==> src/rtl/ysyx_22040365_ifu_pkg.sv <==
// Shared IFU definitions: FSM state encoding, default reset PC, NOP instruction
// and the decode-side fetch payload.
package ysyx_22040365_ifu_pkg;

  localparam int unsigned XLEN = 64;
  localparam int unsigned ILEN = 32;

  typedef enum logic [1:0] {
    IDLE = 2'd0,
    REQ  = 2'd1,
    WAIT = 2'd2,
    HOLD = 2'd3
  } ifu_state_e;

  localparam logic [XLEN-1:0] DEF_RESET_PC = 64'h8000_0000;
  localparam logic [ILEN-1:0] DEF_NOP_INST = 32'h0000_0013;

  typedef struct packed {
    logic [ILEN-1:0] inst;
    logic [XLEN-1:0] pc;
  } fetch_pkt_t;

  function automatic logic pc_misaligned(input logic [XLEN-1:0] pc);
    return |pc[1:0];
  endfunction

endpackage

==> src/rtl/ysyx_22040365_ifu.sv <==
// Instruction fetch unit: one outstanding request, redirect/kill handling, held decode output.
// Optional YSYX_22040365_IFU_ALIGN_CHK_EN: misaligned PCs yield a NOP flagged with inst_misalign.
module ysyx_22040365_ifu
  import ysyx_22040365_ifu_pkg::*;
#(
  parameter logic [XLEN-1:0] RESET_PC = DEF_RESET_PC,
  parameter logic [ILEN-1:0] NOP_INST = DEF_NOP_INST
) (
  input  logic            clk,
  input  logic            rst_n,
  output logic            imem_req_valid,
  output logic [XLEN-1:0] imem_req_addr,
  input  logic            imem_req_ready,
  input  logic            imem_rsp_valid,
  input  logic [ILEN-1:0] imem_rsp_data,
  output logic            inst_valid,
  output logic [ILEN-1:0] inst,
  output logic [XLEN-1:0] inst_pc,
  input  logic            inst_ready,
  input  logic            redirect_valid,
  input  logic [XLEN-1:0] redirect_pc,
  output logic            inst_misalign
);

  ifu_state_e      state, state_n;
  logic [XLEN-1:0] pc, pc_n;
  logic [XLEN-1:0] redirect_tgt;
  logic [XLEN-1:0] req_addr_n;
  logic            kill, kill_n;
  logic            req_valid_n;
  logic            inst_valid_n;
  logic            req_fire;
  logic            hold_req;
  fetch_pkt_t      pkt, pkt_n;
`ifdef YSYX_22040365_IFU_ALIGN_CHK_EN
  logic            misalign_n;
`endif

  assign req_fire = imem_req_valid && imem_req_ready;
  // An issued but not yet accepted request keeps its address and valid.
  assign hold_req = (state == REQ) && imem_req_valid && !imem_req_ready;

`ifdef YSYX_22040365_IFU_ALIGN_CHK_EN
  assign redirect_tgt = redirect_pc;
`else
  assign redirect_tgt = redirect_pc & ~XLEN'(3);
`endif

  always_comb begin
    state_n      = state;
    pc_n         = pc;
    kill_n       = kill;
    pkt_n        = pkt;
`ifdef YSYX_22040365_IFU_ALIGN_CHK_EN
    misalign_n   = inst_misalign;
`endif
    case (state)
      IDLE: begin
        state_n = REQ;
        if (redirect_valid) pc_n = redirect_tgt;
      end
      REQ: begin
        if (redirect_valid) begin
          pc_n = redirect_tgt;
          if (imem_req_valid) kill_n = 1'b1;
        end
        if (req_fire) begin
          state_n = WAIT;
        end
`ifdef YSYX_22040365_IFU_ALIGN_CHK_EN
        else if (!imem_req_valid && !redirect_valid) begin
          state_n    = HOLD;
          pkt_n      = '{inst: NOP_INST, pc: pc};
          misalign_n = 1'b1;
        end
`endif
      end
      WAIT: begin
        if (redirect_valid) begin
          pc_n   = redirect_tgt;
          kill_n = 1'b1;
        end
        if (imem_rsp_valid) begin
          kill_n = 1'b0;
          if (kill || redirect_valid) begin
            state_n = REQ;
          end else begin
            state_n = HOLD;
            pkt_n   = '{inst: imem_rsp_data, pc: pc};
`ifdef YSYX_22040365_IFU_ALIGN_CHK_EN
            misalign_n = 1'b0;
`endif
          end
        end
      end
      HOLD: begin
        if (redirect_valid) begin
          pc_n    = redirect_tgt;
          state_n = REQ;
        end else if (inst_ready) begin
          pc_n    = pc + XLEN'(4);
          state_n = REQ;
        end
      end
      default: state_n = IDLE;
    endcase

    // Registered-output next values derived from the next state.
    req_valid_n = 1'b0;
    req_addr_n  = imem_req_addr;
    if (hold_req) begin
      req_valid_n = 1'b1;
    end else if (state_n == REQ) begin
      req_addr_n  = pc_n;
`ifdef YSYX_22040365_IFU_ALIGN_CHK_EN
      req_valid_n = !pc_misaligned(pc_n);
`else
      req_valid_n = 1'b1;
`endif
    end
    inst_valid_n = (state_n == HOLD);
  end

  always_ff @(posedge clk or negedge rst_n) begin
    if (!rst_n) begin
      state          <= IDLE;
      pc             <= RESET_PC;
      kill           <= 1'b0;
      pkt            <= '{inst: NOP_INST, pc: '0};
      imem_req_valid <= 1'b0;
      imem_req_addr  <= RESET_PC;
      inst_valid     <= 1'b0;
`ifdef YSYX_22040365_IFU_ALIGN_CHK_EN
      inst_misalign  <= 1'b0;
`endif
    end else begin
      state          <= state_n;
      pc             <= pc_n;
      kill           <= kill_n;
      pkt            <= pkt_n;
      imem_req_valid <= req_valid_n;
      imem_req_addr  <= req_addr_n;
      inst_valid     <= inst_valid_n;
`ifdef YSYX_22040365_IFU_ALIGN_CHK_EN
      inst_misalign  <= misalign_n;
`endif
    end
  end

  assign inst    = pkt.inst;
  assign inst_pc = pkt.pc;
`ifndef YSYX_22040365_IFU_ALIGN_CHK_EN
  assign inst_misalign = 1'b0;
`endif

endmodule
==> config.mk <==
export PLATFORM = sky130hd
export DESIGN_NAME = ysyx_22040365_ifu
export DESIGN_NICKNAME = d
export VERILOG_FILES = /design/src/rtl/ysyx_22040365_ifu_pkg.sv /design/src/rtl/ysyx_22040365_ifu.sv
export SDC_FILE = /design/constraint.sdc
export NUM_CORES = 1
export LEC_CHECK = 0
export BUFFER_PORTS_ARGS = -buffer_cell sky130_fd_sc_hd__buf_2
export CORE_MARGIN = 1
export CORE_UTILIZATION = 35
export DETAILED_ROUTE_END_ITERATION = 10
export GPL_TIMING_DRIVEN = 0
export HOLD_SLACK_MARGIN = 0.03
export PLACE_DENSITY = 0.59
export SYNTH_ARGS = -nofsm -noshare
export SYNTH_HDL_FRONTEND = slang
export SYNTH_SLANG_ARGS = --single-unit
==> constraint.sdc <==
create_clock -name clk -period 2.7 [get_ports clk]
set_input_delay 0.405 -clock clk [delete_from_list [all_inputs] [get_ports clk]]
set_output_delay 0.405 -clock clk [all_outputs]
set_load 0.005 [all_outputs]
After elaboration in Yosys (flattened, before gate mapping)
Cells that the tools add are included.
- bits in registers: 229
- bits in latches: 0
- memory bits (writable): 0
- bits in read-only memories: 0
- input port bits: 102
- output and inout port bits: 163
- word-level logic and storage cells: 47
- memories kept: 0
- $add $sub $neg: 1
- $mul: 0
- divide/modulo/power cells: 0
- order comparisons: 0
- equality and inequality tests: 8
- shifts and indexed selects: 0
- muxes and demuxes: 17
- bitwise operators: 2
- reductions and logical operators: 11
- operators by type and width (cell ; number):
    $mux 64 ; 3
    $pmux 64 s2 ; 1
    $add 64x3->64 const B ; 1
    $mux 2 ; 5
    $pmux 2 s4 ; 1
    $eq 2x2->1 const B ; 3
    $mux 1 ; 6
    $eq 2x1->1 const B ; 2
    $ne 2x2->1 const B ; 2
    $reduce_and 4->1 ; 1
    $logic_and 1x1->1 ; 3
    $ne 3x3->1 const B ; 1
    $reduce_and 3->1 ; 1
    $reduce_or 3->1 ; 1
    $logic_not 2->1 ; 1
    $not 1->1 ; 2
    $pmux 1 s2 ; 1
    $reduce_and 2->1 ; 1
    $reduce_bool 2->1 ; 1
    $logic_not 1->1 ; 1
    $logic_or 1x1->1 ; 1

Longest topological paths before layout
Gate-level depths: netlist (run 1).
- depth in word-level cells: 7
- mapped depth: 8
- gate-level depth less buffers: 6

Worst setup path before layout (run 1)
OpenSTA, ideal clock, no wires.
- path type: reg2reg
- start: register state[0]
- end: register pkt (netlist bit inst[10])
- library setup time: 0.125 ns
- arrival: 2.068 ns
- data required time: 2.575 ns
- slack: 0.507 ns
- cell stages (with the launch flop): 7
- path buffers: 3
- period minus slack after synthesis: 2.193 ns
- cell sequence: dfrtp_1 > buf_2 > nand2b_1 > nor4_1 > clkbuf_1 > buf_2 > mux2_2
- longest elaborated chain between the ends: 2
- RTL lines (item ; RTL line ; RTL):
    from (decl) ; ysyx_22040365_ifu.sv:25 ; ifu_state_e state, state_n;
    from (signal assigned) ; ysyx_22040365_ifu.sv:137 ; state <= state_n;
    $eq 2x2->1 ; ysyx_22040365_ifu.sv:57 ; case (state)
    $reduce_and 3->1 (no source line) ; n/a ;
    to (signal assigned) ; ysyx_22040365_ifu.sv:129 ; pkt <= '{inst: NOP_INST, pc: '0};
    to (signal assigned) ; ysyx_22040365_ifu.sv:140 ; pkt <= pkt_n;
    to (decl) ; ysyx_22040365_ifu.sv:34 ; fetch_pkt_t pkt, pkt_n;
No other way between the ends.
A chain may end at the register's enable or synchronous reset.

Worst setup path after layout (run 1)
- start: register state[0]
- end: register imem_req_addr[61]
- longest elaborated chain between the ends: 5
- elaborated cells between the ends (all ways): 16
- those cells by class: eq/ne: 4; mux: 6; bitwise: 1; reduce/logical: 5
- RTL lines (item ; RTL line ; RTL):
    $mux 2 / $eq 2x1->1 (equally long branches) ; ysyx_22040365_ifu.sv:100, ysyx_22040365_ifu.sv:41, ysyx_22040365_ifu.sv:57 ;
    $mux 2 / $logic_and 1x1->1 (equally long branches) ; ysyx_22040365_ifu.sv:97, ysyx_22040365_ifu.sv:41 ;
    $pmux 2 s4 / $logic_and 1x1->1 (equally long branches) ; ysyx_22040365_ifu.sv:57, ysyx_22040365_ifu.sv:41 ;
    $eq 2x1->1 / $not 1->1 (equally long branches) ; n/a ;
    $reduce_and 2->1 (no source line) ; n/a ;
    to (signal assigned) ; ysyx_22040365_ifu.sv:142 ; imem_req_addr <= req_addr_n;
    to (decl) ; ysyx_22040365_ifu.sv:12 ; output logic [XLEN-1:0] imem_req_addr,
Parallel ways exist; a longest one is shown, timed or not.

==> results of run 1 <==
==> power groups by stage <==
stage               Combinational (mW)  Clock [mW]  Sequential (mW)
global route                      4.02        3.94             5.26
finish                            3.69        3.72             5.12
CTS                               3.72        3.80             5.12
floorplan                         1.83           0             5.12
detailed placement                3.69           0             5.17
global placement                  3.64           0             5.16
==> layer usage <==
layer / GRT usage, % / share of wire [%] / up-vias
li1: - / - / 3847
met1: 29.9 / 44 / 4257
met3: 3.72 / 7.2 / 43
met5: 0 / 0.037 / -
met4: 4.24 / 1.8 / 2
met2: 33.6 / 47 / 332
==> stage by stage <==
stage                     instance area (sq um)  TNS, ps  worst slack (ps)  power (mW)  utilization, %
after floorplan                           10400        0               507        6.96               -
after global placement                    12200  -754460             -3020        8.79            42.1
after detailed placement                  12300   -38940              -559        8.86            42.3
after CTS                                 13200    -2840              -315        12.6            45.5
after global routing                      13300    -17.8             -17.8        13.2            45.9
final                                     13300        0              62.0        12.5            45.9
==> path summary, 6_finish.rpt <==
check | from | endpoint | slack (ps) | cells past startpoint
max | state[0] | imem_req_addr[61] | 60 | 6
min | redirect_pc[23] | pc[23] | 100 | 2
max reg2reg | state[0] | imem_req_addr[61] | 60 | 6
min reg2reg | imem_req_addr[3] | imem_req_addr[3] | 470 | 2
max in group asynchronous | rst_n | pc[45] | 1100 | 3
min in group asynchronous | rst_n | imem_req_addr[6] | 520 | 2
==> layout by cell type (no fill, tap or decap), drive strengths merged, types with 4 or more instances in the layout <==
cell type    n
a21oi       11
a31oi       17
and2        10
and3        23
and4        10
buf        284
clkbuf      65
dfrtp      224
dfstp        5
inv         11
mux2       145
mux2i       40
nand2       75
nand3       39
nand4       24
nor2        39
nor2b        8
nor3        18
nor4        22
o211ai       4
o21a         5
o21ai       25
o31ai       16
or4          5
xnor2        8
xor2         4
==> sequential cells by signal, summed over array words and instances (netlist names) <==
signal / cells
imem_req_addr: 64
inst_pc: 64
kill: 1
state: 2
imem_req_valid: 1
inst: 32
inst_valid: 1
pc: 64
==> cells by family after synthesis <==
kind of cell / Yosys count / share of synthesized area (%)
buffers and inverters: 53 / 2.13
DFF: 229 / 55.0
muxes: 185 / 19.5
other: 1 / 0.0359
adders and majority gates: 1 / 0.120
and+or+nand+nor: 292 / 15.4
AOI/OAI and AO/OA: 103 / 6.87
xor gates and xnor gates: 12 / 1.01
==> Yosys cell counts (10+ instances only) <==
cell type	count	area share, %
dfrtp_1	224	54
mux2_2	145	16
nand2_1	75	2.7
mux2i_1	40	3.8
nand3_1	39	1.9
nor2_1	39	1.4
o21ai_0	24	1.2
and3_1	23	1.4
clkbuf_1	23	0.83
nand4_1	23	1.4
nor4_1	19	1.1
a31oi_1	17	1.0
nor3_1	15	0.72
o31ai_1	15	1.1
buf_2	12	0.58
a21oi_1	11	0.53
inv_1	11	0.40
and2_1	10	0.60
and4_1	10	0.84
==> layout make-up <==
class	instances	area [sq um]	area share [%]
flip-flops and latches	229	5740	43.1
multi-input cells	594	4560	34.2
repair buffers	268	1390	10.5
clock buffers	41	798	6.00
well taps	384	480	3.61
plain buffers	42	190	1.43
clock inverters	7	113	0.846
inverters	11	41.3	0.310
diodes	2	5.00	0.0376
==> timing repair <==
| item | CTS | global route |
|---|---|---|
| pin swaps | 0 | 3 |
| hold buffers | 1 | 0 |
| endpoints found under the setup margin | 95 | 91 |
| resized for setup | 5 | 12 |
| endpoints found under the hold margin | 103 | 0 |
| buffers inserted | 0 | 5 |
==> impl_results.md, run 1 <==
- Startpoint types: flop
- I/O pin count: approximately 270
- Total die area: between 30000 and 40000 sq um
- Largest net degree at the start of global routing: between 100 and 150
- Final setup viols: 0
- Clock Latency Late Sink: 540 ps
- Total GRT Usage: roughly a fifth
- Clock Skews: between 20 and 25 ps
- Leakage power: between 6 and 7 nW
- NetSw: approximately 4 mW
- Share of post-route cells with drive strength above 1: a little over two fifths
- Combinational share of power: between 20% and 30%
- Initial antenna violation count: 3
- Ys flop type: dfrtp_1
- Synth Warn #: 0
- Antenna-violating nets left: 0
- Max Clock Freq: ~380 MHz
- WP buf/inv: 1
- Worst slew margin: about 34%
- Sequential fraction of the synthesis area: between 50% and 60%
- Measured slew at the worst slew-check pin: roughly 980 ps
- CP max-delay cell: or4_1
- Rows: slightly above 60
- Starting Density: 36.0%
- P_int: between 8 and 9 mW
- Layout Nets: about 1300
- Routed Wire Length: between 30 and 40 mm
- Crit Path Category: flop to flop
- Critical path, cell by cell: buf_2 -> nand4b_1 -> nor3_2 -> nand4_1 -> or4_1 -> nand3_1
- Fillers: roughly 2700
- Root Buffer: clkbuf_16
- Post-synth EDFFs: 0
- Vias: roughly 8500
- Core area: ~29000 sq um
- Netlist Area Pre-Place: around 10000 sq um
- Number of global-route vias before repair: 8081
- Clock power share: 29.7%
- Buffers on Ports: approximately 260
- Routability cong.: about 0.86
- Area growth, synth to finish: 27.5%
- Slowest stage delay, CP: ~640 ps
- Die Ht: approximately 170 microns
- Min cycle time layout: approximately 2600 ps
- Setup crit end kind: flop
- Final Max Slew Viols: 0
- Overflow after GRT: 0
- Status: finished, final reports clean
- DIE WIDTH: ~170 microns
- Clock Tree Buf Depth: 3
- Fraction of registers with async set/reset: 100%
- H-Tree Depth: 1
- Drt first pass iters: 5
- Crit-path leading delay family: simple AND/OR/NAND/NOR gates
- WHS: approximately 100 ps
- Switch share: between 30% and 40%
- Hpwl dp: between 20 and 25 mm
- Vias per cell: between 5 and 6
- Number of buffers created by CTS: 26
- Clk sinks: 229
- Syn Inst Count: around 900
- Max-cap violations: 0
- CTS tree: yes
- Routed WL per cell: ~21 microns
- First-pass GRT wire length: between 40 and 50 mm
- Fin. Hold Viols: 0
- Crit-path max FO: 10
- Syn avg cell area: 11.9 sq um
- Final std cells w/o fill: approximately 1600
- Worst-path clk slew: about 60 ps
- RSZ-0062 raised after global routing: true
- Placed Instances: between 1500 and 2000
- Yosys reg bits: ~230
- Pwr Density: approximately 940 nW/um^2
- Number of distinct library cells after synthesis: a little over 60
- Post-Syn Nets: between 900 and 1000
- DRC viols: 0
- Sequential share of power: about two fifths
- WP data arrival: a little over 3000 ps
- Initial DRC Count: roughly 570
- Worst min-delay path category: input port to flop
- CP Data Required Time: between 3000 and 4000 ps
- Worst vdd ir: between 500 and 600 uV
- Final period utilization: 97.7%
(Power assumes the default switching activity.)
==> inputs of run 2 (changes only) <==
CORE_ASPECT_RATIO = 0.7   (was not set)
RECOVER_POWER = 25   (was not set)
SKIP_LAST_GASP = 1   (was not set)
==> run 2 against run 1 <==
Effect of this change: non-clock buffer count is 8 higher; die area hardly changed; highest routed layer unchanged; hold slack worse by 14 ps; routed wire length is 5.2% higher; first-iteration DRC count is 2.5% higher; global-route usage is 1.1 points higher; critical path depth stayed put.
==> impl_results.md, run 2 (synthesis results as in run 1) <==
- Status: finished, final reports clean (unchanged)
- Core area: 29100 sq um (was 29000 sq um)
- Routability cong.: 0.855 (was 0.859)
- Initial DRC Count: 585 (was 571)
- CP Data Required Time: 3120 ps (was 3160 ps)
- Pwr Density: 931 nW/um^2 (was 941 nW/um^2)
- Die Ht: 146 microns (was 175 microns)
- Root Buffer: clkbuf_16 (unchanged)
- Clock Tree Buf Depth: 3 (unchanged)
- Min cycle time layout: 2570 ps (was 2640 ps)
- Worst min-delay path category: input port to flop (unchanged)
- Worst slew margin: 37.9% (was 34.4%)
- Min-delay src: redirect_pc[23] (unchanged)
- Layout Nets: 1282 (was 1275)
- Clock Latency Late Sink: 540 ps (about the same)
- RR Startpoint: pc[26] (was state[0])
- Crit-path max FO: 10 (unchanged)
- Hpwl dp: 25.1 mm (was 23.8 mm)
- Routed WL per cell: 21.7 microns (was 20.6 microns)
- Vias per cell: 5.40 (was 5.37)
- Startpoint types: flop (unchanged)
- Worst vdd ir: 498 uV (was 555 uV)
- Share of post-route cells with drive strength above 1: 41.3% (was 41.8%)
- Leakage power: 6.38 nW (was 6.42 nW)
- Fillers: 2791 (was 2734)
- DIE WIDTH: 208 microns (was 175 microns)
- R2R setup slack: 130 ps (was 60 ps)
- Max-cap violations: 0 (unchanged)
- Core Util, Final: 45.7% (was 45.9%)
- Pre-CTS setup slack: -518 ps (was -559 ps)
- Largest net degree at the start of global routing: 117 (was 119)
- Vias: 8519 (was 8481)
- Final period utilization: 95.1% (was 97.7%)
- Total GRT Usage: 22.1% (was 21.0%)
- WP data arrival: 2990 ps (was 3100 ps)
- Routed Wire Length: 34.2 mm (was 32.5 mm)
- Worst setup margin: 133 ps (was 62.0 ps)
- Hold depth: 2 (unchanged)
- Max Clock Freq: 390 MHz (was 379 MHz)
- RSZ-0062 raised after global routing: false (was true)
- I/O pin count: 265 (unchanged)
- Most frequent cells in the layout: buf_2 (262), dfrtp_1 (224), mux2_2 (145) (was buf_2 (272), dfrtp_1 (224), mux2_2 (145))
- Fin. Hold Viols: 0 (unchanged)
- Rows: 52 (was 62)
- Final setup viols: 0 (unchanged)
- Number of global-route vias before repair: 8388 (was 8081)
- Clock Skews: 17.6 ps (was 20.8 ps)
- WHS Endpoint: pc[23] (unchanged)
- Overflow after GRT: 0 (unchanged)
- Reg-to-reg endpoint: imem_req_addr[55] (was imem_req_addr[61])
- Multi-input gate area: 4560 sq um (about the same)
- Buffers on Ports: 261 (unchanged)
- Reg area: 5740 sq um (unchanged)
- DRC viols: 0 (unchanged)
- Total Power: 12.4 mW (was 12.5 mW)
- Initial antenna violation count: 6 (was 3)
- CTS tree: yes (unchanged)
- Final Max Slew Viols: 0 (unchanged)
- Crit Path Category: flop to flop (unchanged)
- Starting Density: 35.9% (was 36.0%)
- Clk sinks: 229 (unchanged)
- First-pass GRT wire length: 51.4 mm (was 49.3 mm)
- Worst-path clk slew: 60 ps (about the same)
- Commonest non-fill, non-tap cell in the layout: buf_2 (unchanged)
- H-Tree Depth: 1 (unchanged)
- R2R depth: 6 (unchanged)
- Antenna-violating nets left: 0 (unchanged)
- Drt first pass iters: 5 (unchanged)
- Total die area: 30500 sq um (about the same)
- Area growth, synth to finish: 27.3% (was 27.5%)
- Measured slew at the worst slew-check pin: 932 ps (was 983 ps)
- Number of buffers created by CTS: 25 (was 26)
- Setup crit end kind: flop (unchanged)
-- run 2: final cells by class --
type	count	area share (%)
clock buffer	36	5.40
buffer	42	1.38
clock inverter	10	0.904
inverter	11	0.311
timing repair buffer	276	10.9
tap	378	3.56
multi-input combinational	594	34.3
antenna	1	0.0188
sequential	229	43.2
-- run 2: repair_timing --
item | 4_1_cts | 5_1_grt
resized for setup | 6 | 13
endpoints found under the setup margin | 93 | 59
hold endpoints to repair | 115 | 0
hold buffers | 1 | 0
pin swaps | 3 | 3
buffers inserted | 3 | 8
-- run 2: worst max-delay path, stage by stage (launching register included) --
cell,delay (ps)
dfrtp_1,440
nand3_1,270
or4_4,610
nor4b_4,450
buf_4,280
a41oi_4,140
o31ai_2,270
-- run 2: report_power, final --
group	internal (mW)	leakage, nW	switching, mW
clock network	2.05	0.407	1.45
logic	1.76	3.09	1.99
registers	4.47	2.88	0.658
-- run 2: through the flow --
step	cells	hold WS [ps]	TNS (ps)	instance area (sq um)
final	1577	90.9	0	13300
after floorplan	876	109	0	10400
after CTS	1568	68.9	-91.5	13200
after global routing	1577	78.2	0	13300
after detailed placement	1518	187	-31110	12300
after global placement	1515	460	-798310	12200
-- run 2: how the worst max path moves through the flow --
stage	from	endpoint	slack, ps	depth (start not counted)
2_1_floorplan	state[0]	inst[10]	510	6
3_3_place_gp	rst_n	inst[11]	-2980	1
3_5_place_dp	imem_rsp_valid	imem_req_addr[42]	-520	7
4_1_cts	pc[5]	imem_req_addr[38]	-60	6
5_1_grt	state[0]	imem_req_addr[24]	10	8
6_report	pc[26]	imem_req_addr[55]	130	6
-- run 2: per-layer routing --
| layer | vias to the layer above | part of all wire, % | GRT usage [%] |
|---|---|---|---|
| li1 | 3850 | - | - |
| met1 | 4272 | 49 | 33.3 |
| met3 | 52 | 8.1 | 6.50 |
| met5 | - | 0.12 | 0 |
| met4 | 6 | 2.2 | 5.63 |
| met2 | 339 | 41 | 30.7 |
==> inputs of run 3 (changes only) <==
ABC_AREA = 1   (was not set)
CORE_ASPECT_RATIO = 1.4   (was 0.7)
CORE_MARGIN = 2   (was 1)
PLACE_DENSITY = 0.58   (was 0.59)
==> run 3 against run 2 <==
Effect of this change: the run now ends with capacitance limit, slew limit left; worst setup slack gained 190 ps; clock skew decreased by 10 ps; largest power group unchanged; clock power rose by 3%; synthesized area up 2.0%; via count up 19%; maximum frequency rose by 7.9%.
==> impl_results.md, run 3 <==
- Vias per cell: 4.86 (was 5.40)
- TNS Setup: 0 ps (unchanged)
- R2R depth: 13 (was 6)
- Worst setup margin: 321 ps (was 133 ps)
- Synth area leader: dfrtp_1 (unchanged)
- Initial antenna violation count: 2 (was 6)
- H-Tree Depth: 1 (unchanged)
- Synth Warn #: 0 (unchanged)
- Leakage power: 6.92 nW (was 6.38 nW)
- Starting Density: 35.6% (was 35.9%)
- Startpoint types: flop (unchanged)
- WP data arrival: 2790 ps (was 2990 ps)
- Pwr Density: 929 nW/um^2 (was 931 nW/um^2)
- Fraction of registers with async set/reset: 100% (unchanged)
- Post-CTS Setup Bufs: 0 (was 3)
- Worst slew margin: -10.3% (was 37.9%)
- Syn Inst Count: 1402 (was 876)
- RR Startpoint: state[0] (was pc[26])
- Most frequent cells in the layout: nand2_1 (594), buf_2 (261), dfrtp_1 (224) (was buf_2 (262), dfrtp_1 (224), mux2_2 (145))
- Fin. Hold Viols: 0 (unchanged)
- Die Ht: 210 microns (was 146 microns)
- Number of global-route vias before repair: 10300 (was 8388)
- CP most frequent cell: nand2_1
- Post-DP Area: 12500 sq um (was 12300 sq um)
- Clk sinks: 229 (unchanged)
- Layout Nets: 1794 (was 1282)
- Most frequent cells after synthesis: nand2_1 (594), dfrtp_1 (224), o21ai_0 (153) (was dfrtp_1 (224), mux2_2 (145), nand2_1 (75))
- Measured slew at the worst slew-check pin: 1650 ps (was 932 ps)
- Drt first pass iters: 5 (unchanged)
- Worst setup endpoint: imem_req_addr[24] (was imem_req_addr[55])
- Vias: 10200 (was 8519)
- Crit Path Category: flop to flop (unchanged)
- CP Data Required Time: 3110 ps (was 3120 ps)
- Core Util, Final: 44.5% (was 45.7%)
- Post-synth top area share: 52.6% (was 53.7%)
- Final Max Slew Viols: 114 (was 0)
- Sequential fraction of the synthesis area: 53.9% (was 55.0%)
- Worst vdd ir: 441 uV (was 498 uV)
- Number of distinct library cells after synthesis: 32 (was 62)
- DIE WIDTH: 151 microns (was 208 microns)
- Yosys reg bits: 229 (unchanged)
- Total Power: 12.4 mW (about the same)
- Clock Tree Buf Depth: 3 (unchanged)
- Final setup viols: 0 (unchanged)
- WP buf/inv: 5 (was 1)
- Routability cong.: 0.930 (was 0.855)
- Failing checks: capacitance limit, slew limit
- Initial DRC Count: 552 (was 585)
- Total die area: 31900 sq um (was 30500 sq um)
- Post-synth EDFFs: 0 (unchanged)
- First-pass GRT wire length: 57.6 mm (was 51.4 mm)
- Netlist Area Pre-Place: 10700 sq um (was 10400 sq um)
- Crit-path leading delay family: simple AND/OR/NAND/NOR gates (unchanged)
- Setup crit end kind: flop (unchanged)
- Post-cts resize count: 0 (was 6)
- Top post-synthesis cells by area: dfrtp_1 (53%), nand2_1 (21%), o21ai_0 (7.2%) (was dfrtp_1 (54%), mux2_2 (16%), mux2i_1 (3.8%))
- Critical path, cell by cell: nand2_1 -> nor2_4 -> inv_1 -> nor2_1 -> nor2_1 -> nand2_2 -> inv_2 -> o21ai_4 -> inv_2 -> buf_6 -> buf_6 -> nand2_1 -> nand2_1 (was nand3_1 -> or4_4 -> nor4b_4 -> buf_4 -> a41oi_4 -> o31ai_2)
- Clock Latency Late Sink: 530 ps (was 540 ps)
- DRC viols: 0 (unchanged)
- Ys flop type: dfrtp_1 (unchanged)
- Worst-path clk slew: 60 ps (about the same)
- Worst min-delay path category: input port to flop (unchanged)
- Commonest non-fill, non-tap cell in the layout: nand2_1 (was buf_2)
- Hpwl dp: 29.5 mm (was 25.1 mm)
- Slowest stage delay, CP: 390 ps (was 610 ps)
- Crit path launch: state[0] (was pc[26])
- Max-cap violations: 1 (was 0)
- Rows: 75 (was 52)
- Routed WL per cell: 18.3 microns (was 21.7 microns)
- R2R setup slack: 320 ps (was 130 ps)
- Min cycle time layout: 2380 ps (was 2570 ps)
- Root Buffer: clkbuf_16 (unchanged)
- Final period utilization: 88.1% (was 95.1%)
- Area growth, synth to finish: 25.1% (was 27.3%)
- Crit-path max FO: 10 (unchanged)
- CP max-delay cell: dfrtp_1 (was or4_4)
- Routed Wire Length: 38.4 mm (was 34.2 mm)
- Overflow after GRT: 0 (unchanged)
- Antenna-violating nets left: 0 (unchanged)
- CTS tree: yes (unchanged)
- Buffers on Ports: 260 (was 261)
- Clock Skews: 7.25 ps (was 17.6 ps)
- Pre-CTS setup slack: 104 ps (was -518 ps)
- Design Area, Final: 13300 sq um (about the same)
- I/O pin count: 265 (unchanged)
- Largest net degree at the start of global routing: 117 (unchanged)
- Hold-fix buffers, CTS: 1 (unchanged)
- Worst path depth: 13 (was 6)
- Max Clock Freq: 420 MHz (was 390 MHz)
- Reg-to-reg endpoint: imem_req_addr[24] (was imem_req_addr[55])
- Core area: 29900 sq um (was 29100 sq um)
- Status: finished with violations (was finished, final reports clean)
- Post-Syn Nets: 1505 (was 979)
- Total GRT Usage: 24.0% (was 22.1%)
- Syn avg cell area: 7.60 sq um (was 11.9 sq um)
- Share of post-route cells with drive strength above 1: 18.8% (was 41.3%)
- Cell with the most instances after synthesis: nand2_1 (was dfrtp_1)
- RSZ-0062 raised after global routing: false (unchanged)
- Number of buffers created by CTS: 24 (was 25)
-- run 3: power by group --
| part | total (mW) | internal [mW] | leakage, nW | switching [mW] |
|---|---|---|---|---|
| clock | 3.59 | 2.21 | 0.423 | 1.38 |
| sequential | 5.19 | 4.53 | 2.92 | 0.666 |
| combinational | 3.59 | 1.40 | 3.58 | 2.19 |
| total | 12.4 | 8.14 | 6.92 | 4.23 |
-- run 3: final cells by class --
type,count,area [sq um]
multi-input combinational,1016,4270
inverter,107,402
antenna,2,5.00
clock buffer,36,717
clock inverter,8,140
fill,3154,16600
tap,385,482
timing repair buffer,263,1330
buffer,50,244
sequential,229,5740
-- run 3: worst min path at each step --
stage,startpoint,endpoint,slack (ps),cells past startpoint
2_1_floorplan,rst_n,imem_req_addr[0],110,0
3_3_place_gp,inst[1],inst[1],450,2
3_5_place_dp,inst[25],inst[25],450,2
4_1_cts,imem_rsp_data[21],inst[21],50,3
5_1_grt,imem_rsp_data[7],inst[7],70,3
6_report,imem_rsp_data[7],inst[7],80,3
-- run 3: logic make-up (layout without fill, tap and decap cells) --
| group | after synthesis | in the layout | synth area share, % |
|---|---|---|---|
| AND/OR/NAND/NOR | 837 | 837 | 31.3 |
| flip-flops | 229 | 229 | 53.9 |
| AO/OA/AOI/OAI | 176 | 176 | 8.52 |
| buffers and inverters | 157 | 464 | 6.07 |
| adder cells (fa/ha/maj) | 1 | 1 | 0.117 |
| other | 1 | 3 | 0.0352 |
| multiplexers | 1 | 1 | 0.0940 |
-- run 3: worst reg2reg max path: cells and delay by family (launching register included) --
| kind | cells | cell delay (ps) |
|---|---|---|
| AND/OR/NAND/NOR | 7 | 930 |
| buffers and inverters | 5 | 780 |
| flip-flops | 1 | 390 |
| AO/OA/AOI/OAI | 1 | 170 |
-- run 3: per-layer routing --
metal	wire length, microns	share of wire (%)	GRT usage (%)	vias to the layer above
li1	-	-	-	4981
met4	1500	3.9	9.47	0
met3	1620	4.2	2.29	66
met2	20400	53	44.3	282
met5	0	0	0	-
met1	14900	39	28.1	4851
-- run 3: metrics by stage --
step | instances | hold slack (ps)
floorplan | 1402 | 109
global placement | 2047 | 451
detailed placement | 2049 | 455
CTS | 2094 | 50.6
global route | 2096 | 72.7
finish | 2096 | 76.4
